## src/rtl/uart_pkg.sv

```systemverilog
// Shared types and helpers for the UART transmitter slice.
package uart_pkg;

    // Frame position of the transmitter; each state covers one or more whole bit periods.
    typedef enum logic [2:0] {
        IDLE   = 3'd0,
        START  = 3'd1,
        DATA   = 3'd2,
        PARITY = 3'd3,
        STOP   = 3'd4
    } state_t;

    localparam logic PAR_EVEN = 1'b0;
    localparam logic PAR_ODD  = 1'b1;

    // Widest word the transmitter supports; narrower words are zero-extended for parity.
    localparam int MAX_DATA_BITS = 9;

    // Even parity makes the total count of ones even; odd parity makes it odd.
    function automatic logic calc_parity(input logic [MAX_DATA_BITS-1:0] data, input logic odd);
        return (odd == PAR_ODD) ? ~^data : ^data;
    endfunction

endpackage

```

## src/rtl/uart_baud_tick.sv

```systemverilog
// Bit-period timer: o_tick is high on the last clock of every CLKS_PER_BIT-clock bit period.
module uart_baud_tick #(
    parameter int CLKS_PER_BIT = 16
) (
    input  logic clk,
    input  logic rst_n,
    input  logic restart,
    output logic o_tick
);

    localparam int CNT_W = $clog2(CLKS_PER_BIT);
    localparam logic [CNT_W-1:0] RELOAD = CNT_W'(CLKS_PER_BIT - 1);

    logic [CNT_W-1:0] r_cnt;
    logic [CNT_W-1:0] w_cnt_next;
    logic             r_tick;

    // Down-counter reloads at a restart or after reaching terminal count 0.
    always_comb begin
        w_cnt_next = r_cnt - CNT_W'(1);
        if (restart || (r_cnt == '0)) begin
            w_cnt_next = RELOAD;
        end
    end

    // Tick is registered alongside the count so it is high exactly while the count is 0.
    always_ff @(posedge clk or negedge rst_n) begin
        if (!rst_n) begin
            r_cnt  <= '0;
            r_tick <= 1'b0;
        end else begin
            r_cnt  <= w_cnt_next;
            r_tick <= (w_cnt_next == '0);
        end
    end

    assign o_tick = r_tick;

endmodule

```

## src/rtl/uart_tx_frame.sv

```systemverilog
// UART transmitter: start bit, LSB-first data, optional parity, 1 or 2 stop bits,
// with a valid/ready upstream handshake and a registered TX line.
module uart_tx_frame
    import uart_pkg::*;
#(
    parameter int CLKS_PER_BIT = 16,
    parameter int DATA_BITS    = 8,
    parameter int PARITY_EN    = 1,
    parameter int PARITY_ODD   = 0,
    parameter int STOP_BITS    = 1
) (
    input  logic                 i_tx_clk,
    input  logic                 i_tx_rst,
    input  logic                 i_tx_valid,
    input  logic [DATA_BITS-1:0] i_data_in,
    output logic                 o_tx_ready,
    output logic                 o_tx_data_out,
    output logic                 o_tx_data_done,
    output logic                 o_tx_busy
);

    localparam int BIT_CNT_W = $clog2(DATA_BITS + 1);
    localparam logic [BIT_CNT_W-1:0] LAST_BIT = BIT_CNT_W'(DATA_BITS - 1);
    localparam logic LAST_STOP = 1'(STOP_BITS - 1);
    localparam logic PAR_SEL   = (PARITY_ODD != 0) ? PAR_ODD : PAR_EVEN;

    if (CLKS_PER_BIT < 2) begin : g_bad_clks
        $error("uart_tx_frame: CLKS_PER_BIT must be at least 2");
    end
    if ((DATA_BITS < 5) || (DATA_BITS > MAX_DATA_BITS)) begin : g_bad_data
        $error("uart_tx_frame: DATA_BITS must be within 5..9");
    end
    if ((PARITY_EN != 0) && (PARITY_EN != 1)) begin : g_bad_pen
        $error("uart_tx_frame: PARITY_EN must be 0 or 1");
    end
    if ((PARITY_ODD != 0) && (PARITY_ODD != 1)) begin : g_bad_podd
        $error("uart_tx_frame: PARITY_ODD must be 0 or 1");
    end
    if ((STOP_BITS != 1) && (STOP_BITS != 2)) begin : g_bad_stop
        $error("uart_tx_frame: STOP_BITS must be 1 or 2");
    end

    state_t                 r_state;
    state_t                 w_state_next;
    logic [DATA_BITS-1:0]   r_shift;
    logic [DATA_BITS-1:0]   w_shift_next;
    logic [DATA_BITS-1:0]   r_data;
    logic [DATA_BITS-1:0]   w_data_next;
    logic [BIT_CNT_W-1:0]   r_bit_cnt;
    logic [BIT_CNT_W-1:0]   w_bit_cnt_next;
    logic                   r_stop_cnt;
    logic                   w_stop_cnt_next;
    logic                   r_tx;
    logic                   w_tx_next;
    logic                   r_ready;
    logic                   w_ready_next;
    logic                   r_busy;
    logic                   w_busy_next;
    logic                   w_accept;
    logic                   w_restart;
    logic                   w_tick;
    logic                   w_parity;
    logic                   w_last_stop;

    assign w_accept    = i_tx_valid && r_ready;
    assign w_parity    = calc_parity(MAX_DATA_BITS'(r_data), PAR_SEL);
    assign w_last_stop = (r_stop_cnt == LAST_STOP);

    uart_baud_tick #(
        .CLKS_PER_BIT(CLKS_PER_BIT)
    ) u_baud (
        .clk    (i_tx_clk),
        .rst_n  (i_tx_rst),
        .restart(w_restart),
        .o_tick (w_tick)
    );

    // Next-state and next-output decode; outputs are precomputed so they leave flops directly.
    always_comb begin
        w_state_next    = r_state;
        w_shift_next    = r_shift;
        w_data_next     = r_data;
        w_bit_cnt_next  = r_bit_cnt;
        w_stop_cnt_next = r_stop_cnt;
        w_tx_next       = r_tx;
        w_ready_next    = r_ready;
        w_busy_next     = r_busy;
        w_restart       = 1'b0;

        case (r_state)
            IDLE: begin
                w_ready_next = 1'b1;
                if (w_accept) begin
                    w_state_next    = START;
                    w_shift_next    = i_data_in;
                    w_data_next     = i_data_in;
                    w_bit_cnt_next  = '0;
                    w_stop_cnt_next = 1'b0;
                    w_tx_next       = 1'b0;
                    w_ready_next    = 1'b0;
                    w_busy_next     = 1'b1;
                    w_restart       = 1'b1;
                end
            end
            START: begin
                if (w_tick) begin
                    w_state_next   = DATA;
                    w_bit_cnt_next = '0;
                    w_tx_next      = r_shift[0];
                end
            end
            DATA: begin
                if (w_tick) begin
                    w_shift_next = r_shift >> 1;
                    if (r_bit_cnt == LAST_BIT) begin
                        if (PARITY_EN != 0) begin
                            w_state_next = PARITY;
                            w_tx_next    = w_parity;
                        end else begin
                            w_state_next    = STOP;
                            w_stop_cnt_next = 1'b0;
                            w_tx_next       = 1'b1;
                        end
                    end else begin
                        w_bit_cnt_next = r_bit_cnt + BIT_CNT_W'(1);
                        w_tx_next      = w_shift_next[0];
                    end
                end
            end
            PARITY: begin
                if (w_tick) begin
                    w_state_next    = STOP;
                    w_stop_cnt_next = 1'b0;
                    w_tx_next       = 1'b1;
                end
            end
            STOP: begin
                if (w_tick) begin
                    if (w_last_stop) begin
                        w_state_next = IDLE;
                        w_ready_next = 1'b1;
                        w_busy_next  = 1'b0;
                        w_tx_next    = 1'b1;
                    end else begin
                        w_stop_cnt_next = 1'b1;
                    end
                end
            end
            default: begin
                w_state_next = IDLE;
                w_tx_next    = 1'b1;
                w_ready_next = 1'b0;
                w_busy_next  = 1'b0;
            end
        endcase
    end

    // State register.
    always_ff @(posedge i_tx_clk or negedge i_tx_rst) begin
        if (!i_tx_rst) begin
            r_state <= IDLE;
        end else begin
            r_state <= w_state_next;
        end
    end

    // Datapath and output registers; reset drops any frame in flight and idles the line high.
    always_ff @(posedge i_tx_clk or negedge i_tx_rst) begin
        if (!i_tx_rst) begin
            r_shift    <= '0;
            r_data     <= '0;
            r_bit_cnt  <= '0;
            r_stop_cnt <= 1'b0;
            r_tx       <= 1'b1;
            r_ready    <= 1'b0;
            r_busy     <= 1'b0;
        end else begin
            r_shift    <= w_shift_next;
            r_data     <= w_data_next;
            r_bit_cnt  <= w_bit_cnt_next;
            r_stop_cnt <= w_stop_cnt_next;
            r_tx       <= w_tx_next;
            r_ready    <= w_ready_next;
            r_busy     <= w_busy_next;
        end
    end

    assign o_tx_ready     = r_ready;
    assign o_tx_data_out  = r_tx;
    assign o_tx_busy      = r_busy;
    assign o_tx_data_done = (r_state == STOP) && w_last_stop && w_tick;

endmodule

```

## config.mk

```make
export PLATFORM = sky130hd
export DESIGN_NAME = uart_tx_frame
export DESIGN_NICKNAME = d
export VERILOG_FILES = /design/src/rtl/uart_pkg.sv /design/src/rtl/uart_baud_tick.sv /design/src/rtl/uart_tx_frame.sv
export SDC_FILE = /design/constraint.sdc
export NUM_CORES = 1
export LEC_CHECK = 0
export CORE_MARGIN = 2
export CORE_UTILIZATION = 50
export CTS_CLUSTER_DIAMETER = 200
export DETAILED_ROUTE_END_ITERATION = 7
export PLACE_DENSITY_LB_ADDON = 0.15
export SYNTH_ARGS = -nofsm -noshare
export SYNTH_HDL_FRONTEND = slang
export SYNTH_HIERARCHICAL = 1
export SYNTH_SLANG_ARGS = --single-unit
```

## constraint.sdc

```tcl
create_clock -name i_tx_clk -period 1.7 [get_ports i_tx_clk]
set_clock_uncertainty 0.15 [all_clocks]
set_input_delay 0.34 -clock i_tx_clk [delete_from_list [all_inputs] [get_ports i_tx_clk]]
set_output_delay 0.34 -clock i_tx_clk [all_outputs]
set_load 0.03 [all_outputs]
```

* After elaboration in Yosys (flattened, before gate mapping)
Index checks and enable logic that the tools add are counted.
Word-level totals: bits in registers 32, bits in latches 0, bits in writable memories 0, bits in read-only memories 0, input bits 11, output and inout bits 4, word-level logic and storage cells 84, memories 0
Operators by class: add/sub/neg operators 2, multiply operators 0, divide/modulo/power cells 0, $lt $le $gt $ge 0, eq/ne operators 13, shift operators 0, muxes and demuxes 37, bitwise operators 2, reductions and logical operators 20
Operator list (number):
- two-way mux 3 bit | 7
- two-way mux 4 bit | 5
- two-way mux 1 bit | 16
- two-way mux 8 bit | 2
- case mux 8 bit (2 select lines) | 1
- case mux 3 bit (5 select lines) | 1
- case mux 4 bit (3 select lines) | 1
- case mux 1 bit (3 select lines) | 3
- parity 9 bit | 1
- zero test 4 bit | 2
- != test 2 x 1 -> 1 bit (second input constant) | 4
- != test 2 bit (second input constant) | 4
- AND reduction 4 bit | 2
- AND reduction 7 bit | 1
- equality test 3 x 2 -> 1 bit (second input constant) | 2
- AND reduction 3 bit | 2
- AND reduction 6 bit | 1
- nonzero test 3 bit | 2
- case mux 1 bit (5 select lines) | 1
- AND reduction 5 bit | 1
- adder 4 x 1 -> 4 bit (second input constant) | 1
- equality test 4 x 3 -> 1 bit (second input constant) | 1
- subtractor 4 x 1 -> 4 bit (second input constant) | 1
- equality test 3 x 1 -> 1 bit (second input constant) | 1
- other kinds (8) | 11

* Longest topological paths before layout
Gate-level depths: netlist of run 1.
depth after elaboration 6, gate-level depth with buffers 7, depth with buffers taken out 5

* Hierarchy
Netlist of run 1, hierarchy kept.
Modules (own cells, without submodules):
- uart_tx_frame | instances 1, cells each 136, area an instance 1358.8 um^2, seq. area each 651.9 um^2
- uart_baud_tick | instances 1, cells each 19, area an instance 227.7 um^2, seq. area each 125.1 um^2

* Worst setup path before layout of run 1
OpenSTA, ideal clock, no wires.
path type register to register, start point register r_ready, in the netlist o_tx_ready, end point register r_data[0], library setup time 125 ps, arrival 1592 ps, data required time 1425 ps, slack -167 ps, cell stages (with the launch flop) 5, buffers on the path 1, clock period less this slack 1867 ps, path through dfrtp_1 > nand4bb_1 > clkbuf_1 > nor2_2 > mux2_2
Between the ends: word-level cells in the longest chain between the ends 2
RTL lines:
- start: declaration | RTL line uart_tx_frame.sv:55 | logic r_ready;
- start signal: assignment | RTL line uart_tx_frame.sv:183 | r_ready <= w_ready_next;
- logical AND 1 bit | RTL line uart_tx_frame.sv:65 | assign w_accept = i_tx_valid && r_ready;
- AND reduction 2 bit (no source line)
- end signal: assignment | RTL line uart_tx_frame.sv:179 | r_data <= w_data_next;
- end: declaration | RTL line uart_tx_frame.sv:47 | logic [DATA_BITS-1:0] r_data;
Every way passes these cells. A chain may end at the register's enable or synchronous reset.

* Worst setup path after layout of run 1
start point register r_state[1], end point output o_tx_data_done
Between the ends: word-level cells in the longest chain between the ends 3
RTL lines:
- start: declaration | RTL line uart_tx_frame.sv:43 | state_t r_state;
- start signal: assignment | RTL line uart_tx_frame.sv:163 | r_state <= w_state_next;
- equality test 3 bit | RTL line uart_tx_frame.sv:191 | assign o_tx_data_done = (r_state == STOP) && w_last_stop && w_tick;
- logical AND 1 bit (2 in a row) | RTL line uart_tx_frame.sv:191
- end: declaration | RTL line uart_tx_frame.sv:18 | output logic o_tx_data_done,
Every way passes these cells.

==> out/qor.txt, run 1 <==
status: complete, but fails checks
failing checks: negative setup slack
IO buf count: 14
area grow syn2layout: 39.5%
critical path depth in cells: 4
clock buffer depth: 2
Max-cap violations: 0
peak supply drop: 0.00108 V
max-slew violations: 0
final setup fails: 15
vias in the first global route: 1,260
number of synthesized register bits: 31
RR Endpoint: r_data[2]
yosys warns: 6
end point of the critical path: o_tx_data_done
TNS Setup: -296 ps
IO Count: 15
Achievable Freq: 0.565 GHz
DRC violations left: 0
synth unique cells: 41
placed instance count: 224
Core ar.: 0.00303 sq mm
detailed-route wire length: 3.49 mm
Worst Tran Pin Value: 411 ps
post-layout min period: 1770 ps
die area: 0.00364 sq mm
clk root buf: clkbuf_4
Synth Flop Type: dfrtp_1
crit path launch: r_state[1]
Worst EP required: 1210 ps
largest net degree at the start of global routing: 32
share of layout cells above drive strength 1: 32.8%
sequential-to-total area share from yosys stat: 49.0%
ANT cells: 0
initial DRC count: 34
Top cell by count, worst path: buf_6
CTS tree: yes
CP Class: flip-flop to output port
Vias/cell: 5.37
share of the synthesized area in the top cell type: 47.3%
Mean Syn Cell Area: 10.2 sq um
Synth Cell Area: 0.00159 sq mm
final worst setup slack: -68.6 ps
clock-pin slew on the worst setup and hold paths: 100 ps
Gate Count Post-Synth: 155
antenna-violating nets left: 0
number of hold buffers added after CTS: 0
routability congestion estimate: 0.857
first-pass detailed-route iteration total: 4
detailed placement HPWL: 2.28 mm
main area contributors after synthesis: dfrtp_1 (47%), mux2_2 (5.0%), nand2_1 (5.0%)
htree depth: 2
EDFF count, synth: 0
CP bufs+invs: 2
RR Startpoint: r_state[0]
period utilisation layout: 104%
clock sinks: 31
R2R setup slack: -40 ps
Die H: 60.3 um
initial antenna violation count: 0
initial core utilization: 52.4%
GRT Total Usage: 21.1%
cells along the critical path: buf_6, nor2_4, and3_4, buf_6
largest incremental delay on the critical path: 400 ps
slew margin rel.: 72.2%
Final Instance Count excl. Fillers: 242
drt wl/cell: 14.4 um
static leakage: 0.938 nW
number of fill cells: 221
CTS Buf Count: 5
Synth area leader: dfrtp_1
worst min path class: input pin to asynchronous set/reset pin
Die X: 60.3 um
Critical Path Start Type: flip-flop
CP max stage cell: dfrtp_1
Worst-Skew Late Latency: 340 ps
global-route wire length before repair: 5.53 mm
GRT overflow: 0
CP Max Fanout: 6
layout net count: 210
total number of vias: 1,300
Synth Net Count: 168
async set-reset flop share out of synthesis: 100%
Tot Pwr: 3.62 mW
Arr. time, crit path: 1280 ps
Final Hold Viols: 0
P per Cell Area: 1640 mW/mm^2
R2R cell count: 6
Worst Setup End Kind: output port
Top delay family on crit path: flip-flops
unrepaired setup endpoints after global routing: yes
Rows: 20
==> logic make-up after synthesis <==
| kind of cell | count (synthesis) | synth area share, % |
|---|---|---|
| muxes | 9 | 6.23 |
| adders and majority gates | 2 | 1.58 |
| DFF | 31 | 49.0 |
| buffers and inverters | 14 | 5.21 |
| AOI/OAI and AO/OA | 29 | 12.9 |
| and+or+nand+nor | 62 | 20.7 |
| xor gates and xnor gates | 8 | 4.42 |
==> stage by stage <==
stage	hold WS [ps]	utilization [%]	instance area [sq um]	setup WS (ps)
6_report	199	73.1	2210	-68.6
5_1_grt	194	73.1	2210	-138
4_1_cts	189	68.3	2070	-98.4
3_5_place_dp	373	63.2	1910	-343
3_3_place_gp	358	63.2	1910	-314
2_1_floorplan	-106	-	1610	0.168
==> cell type report <==
type	instances	area (sq um)	share of cell area, %
Clock buffer	6	51.3	2.32
Clock inverter	2	35.0	1.58
Inverter	5	18.8	0.848
Multi-Input combinational cell	110	830	37.5
Sequential cell	31	779	35.2
Tap cell	44	55.1	2.49
Timing Repair Buffer	44	444	20.1
==> synthesized netlist by cell type, types with 2 or more instances <==
| master | count |
|---|---|
| a31oi_1 | 9 |
| nor2_1 | 13 |
| mux2i_1 | 2 |
| nand2_1 | 21 |
| o21ai_0 | 7 |
| buf_2 | 3 |
| o21bai_1 | 2 |
| a21oi_1 | 2 |
| buf_6 | 3 |
| nand2b_1 | 4 |
| nor2b_1 | 3 |
| ha_1 | 2 |
| inv_1 | 5 |
| nand3_1 | 2 |
| or3b_1 | 2 |
| xnor2_1 | 8 |
| nand3b_1 | 6 |
| and3_1 | 2 |
| dfrtp_1 | 30 |
| mux2_2 | 7 |
| clkbuf_1 | 2 |
==> layout by cell type, fill, tap and decap left out, drive strengths merged, types with 2 or more instances in the layout <==
| cell type | synthesis | final |
|---|---|---|
| a21oi | 2 | 2 |
| a31oi | 9 | 9 |
| and3 | 2 | 2 |
| buf | 7 | 31 |
| clkbuf | 2 | 7 |
| clkdlybuf4s50 | 0 | 10 |
| dfrtp | 30 | 30 |
| ha | 2 | 2 |
| inv | 5 | 5 |
| mux2 | 7 | 7 |
| mux2i | 2 | 2 |
| nand2 | 21 | 21 |
| nand2b | 4 | 4 |
| nand3 | 2 | 2 |
| nand3b | 6 | 6 |
| nor2 | 14 | 14 |
| nor2b | 3 | 3 |
| o21ai | 7 | 7 |
| o21bai | 2 | 2 |
| o22ai | 2 | 2 |
| or3b | 3 | 3 |
| xnor2 | 8 | 8 |
==> timing repair <==
item | CTS | global route
setup buffers | 3 | 7
resized for setup | 11 | 19
gates cloned | 0 | 1
setup endpoints to repair | 11 | 23
pin swaps | 4 | 5
==> flip-flops by register name, summed over array words and instances (netlist names) <==
name           count
r_shift            8
r_data             8
r_state            3
o_tx_data_out      1
u_baud/r_cnt       4
o_tx_ready         1
r_bit_cnt          4
u_baud/o_tick      1
o_tx_busy          1
==> worst min path at each step <==
stage	endpoint	cells past startpoint	slack [ps]	from
after detailed placement	r_data[5]	1	370	r_data[5]
after CTS	u_baud/o_tick	2	190	i_tx_rst
final	r_state[0]	2	200	i_tx_rst
after global placement	u_baud/r_cnt[0]	1	360	u_baud/r_cnt[0]
after floorplan	o_tx_busy	0	-110	i_tx_rst
after global routing	r_state[0]	2	190	i_tx_rst
==> per-layer routing <==
metal / wire (um) / part of all wire, % / vias up / GRT usage, %
li1: - / - / 631 / -
met1: 1590 / 45 / 644 / 27.3
met2: 1700 / 49 / 18 / 33.5
met3: 128 / 3.7 / 7 / 5.97
met4: 72 / 2.1 / 0 / 8.89
met5: 0 / 0 / - / 0
==> power breakdown <==
group          switching, mW  internal (mW)
Sequential             0.258           1.07
Clock                  0.263          0.347
Combinational          0.736          0.946
No activity file was read; power rests on OpenSTA's default activity.
==> inputs of run 2 (changes only) <==
- CORE_MARGIN: 2 -> unset
- SKIP_CTS_REPAIR_TIMING: unset -> 1
==> out/qor.txt, run 2 (synthesis gave the netlist of run 1 again) <==
status: complete, but fails checks
failing checks: negative setup slack
most frequent cells in the layout: dfrtp_1 (29), buf_4 (22), nand2_1 (21)
Int Pwr: 2.03 mW (-14%)
largest net degree at the start of global routing: 24 (-25%)
Worst Tran Pin Value: 504 ps (+92.8 ps)
Worst-Skew Late Latency: 330 ps (about the same)
Seq pwr share: 41.2% (+4.5 points)
Die H: 58.3 um (-3.3%)
final setup fails: 2 (-13)
initial DRC count: 36 (+5.9%)
clock buffer depth: 2 (unchanged)
post-layout min period: 1880 ps (+111 ps)
commonest non-fill, non-tap cell in the layout: dfrtp_1
switching pwr: 1.17 mW (-6.7%)
Achievable Freq: 0.532 GHz (-5.9%)
first-pass detailed-route iteration total: 4 (unchanged)
DRC violations left: 0 (unchanged)
CTS tree: yes
clk root buf: clkbuf_4
number of fill cells: 235 (+6.3%)
ANT cells: 0 (unchanged)
clock-pin slew on the worst setup and hold paths: 100 ps (about the same)
area grow syn2layout: 28.2%
Vias/cell: 5.27 (-2.0%)
CTS Buf Count: 5 (unchanged)
Rows: 20 (unchanged)
global-route wire length before repair: 5.58 mm (+0.76%)
P per Cell Area: 1580 mW/mm^2 (-3.7%)
IO buf count: 14 (unchanged)
switching part of the total: 36.6% (+1.9 points)
detailed-route wire length: 3.44 mm (-1.5%)
worst hold slack: 237 ps (+37.2 ps)
share of layout cells above drive strength 1: 26.9% (-5.9 points)
DP Worst Slack: -314 ps (+29.0 ps)
Finished Cell Area: 0.00203 sq mm (-8.1%)
clock share of power: 12.8% (-4.1 points)
clock sinks: 31 (unchanged)
final worst setup slack: -179 ps (-111 ps)
antenna-violating nets left: 0 (unchanged)
Max-cap violations: 0 (unchanged)
vias in the first global route: 1,196 (-5.1%)
Core ar.: 0.00303 sq mm (unchanged)
static leakage: 0.861 nW (-8.2%)
unrepaired setup endpoints after global routing: yes
Logic pwr share: 45.9% (-0.5 points)
Arr. time, crit path: 1390 ps (+110 ps)
IO Count: 15 (unchanged)
detailed placement HPWL: 2.37 mm (+3.9%)
Util after Layout: 67.1% (-6.0 points)
Worst Setup End Kind: output port
die area: 0.00340 sq mm (-6.5%)
routability congestion estimate: 0.920 (+7.4%)
CP Class: flip-flop to output port
Die X: 58.3 um (-3.3%)
max-slew violations: 0 (unchanged)
largest registers: r_data x8, r_shift x8
layout net count: 205 (-2.4%)
initial core utilization: 52.4% (unchanged)
Multi-input gate area: 778 sq um (-6.2%)
Cell Area, Placed: 0.00193 sq mm (+0.78%)
drt wl/cell: 14.5 um (+0.59%)
Critical Path Start Type: flip-flop
GRT overflow: 0 (unchanged)
Worst EP required: 1210 ps (about the same)
Reg area: 778 sq um (-0.16%)
peak supply drop: 0.000968 V (-10%)
period utilisation layout: 111% (+6.5 points)
GRT Total Usage: 22.2% (+1.1 points)
initial antenna violation count: 0 (unchanged)
worst min path class: input pin to asynchronous set/reset pin
total number of vias: 1,248 (-4.0%)
Final Hold Viols: 0 (unchanged)
htree depth: 2 (unchanged)
slew margin rel.: 65.9% (-6.3 points)
CP Max Fanout: 6 (unchanged)
==> run 2: final timing paths <==
| kind | startpoint | end | slack [ps] | depth (start not counted) |
|---|---|---|---|---|
| min reg2reg | r_data[0] | r_data[0] | 390 | 1 |
| min | i_tx_rst | r_bit_cnt[2] | 240 | 2 |
| max in group asynchronous | i_tx_rst | o_tx_data_out | 950 | 2 |
| min in group i_tx_clk | r_data[0] | r_data[0] | 390 | 1 |
| max reg2reg | r_state[2] | o_tx_data_out | -80 | 5 |
| max | r_state[0] | o_tx_data_done | -180 | 4 |
==> run 2: metal layers <==
layer  routed length (um)  GRT usage (%)
met4                   26           8.16
met5                    0              0
met3                   98           4.62
met2                 1720           36.5
met1                 1590           29.3
==> run 2: cell type report <==
type / count / area share, %
Sequential cell: 31 / 38.3
Multi-Input combinational cell: 111 / 38.3
Timing Repair Buffer: 38 / 17.4
Tap cell: 44 / 2.71
Clock buffer: 7 / 2.22
Inverter: 5 / 0.923
Clock inverter: 1 / 0.246
==> run 2: power groups by stage <==
stage | Clock, mW | Sequential (mW) | Combinational (mW)
after floorplan | 0 | 1.33 | 0.985
after global placement | 0 | 1.31 | 1.37
after detailed placement | 0 | 1.33 | 1.41
after CTS | 0.423 | 1.32 | 1.42
after global routing | 0.459 | 1.36 | 1.64
final | 0.412 | 1.32 | 1.47
==> run 2: metrics by stage <==
step / setup TNS (ps) / total power [mW] / std cells
2_1_floorplan: 0 / 2.31 / 155
4_1_cts: -680 / 3.16 / 234
6_report: -263 / 3.21 / 237
3_3_place_gp: -4590 / 2.69 / 226
5_1_grt: -586 / 3.46 / 237
3_5_place_dp: -4770 / 2.74 / 226
==> run 2: critical path: stages (launching register included) <==
cell	delay (ps)
dfrtp_1	440
buf_4	180
nor2_2	120
and3_1	190
buf_6	130
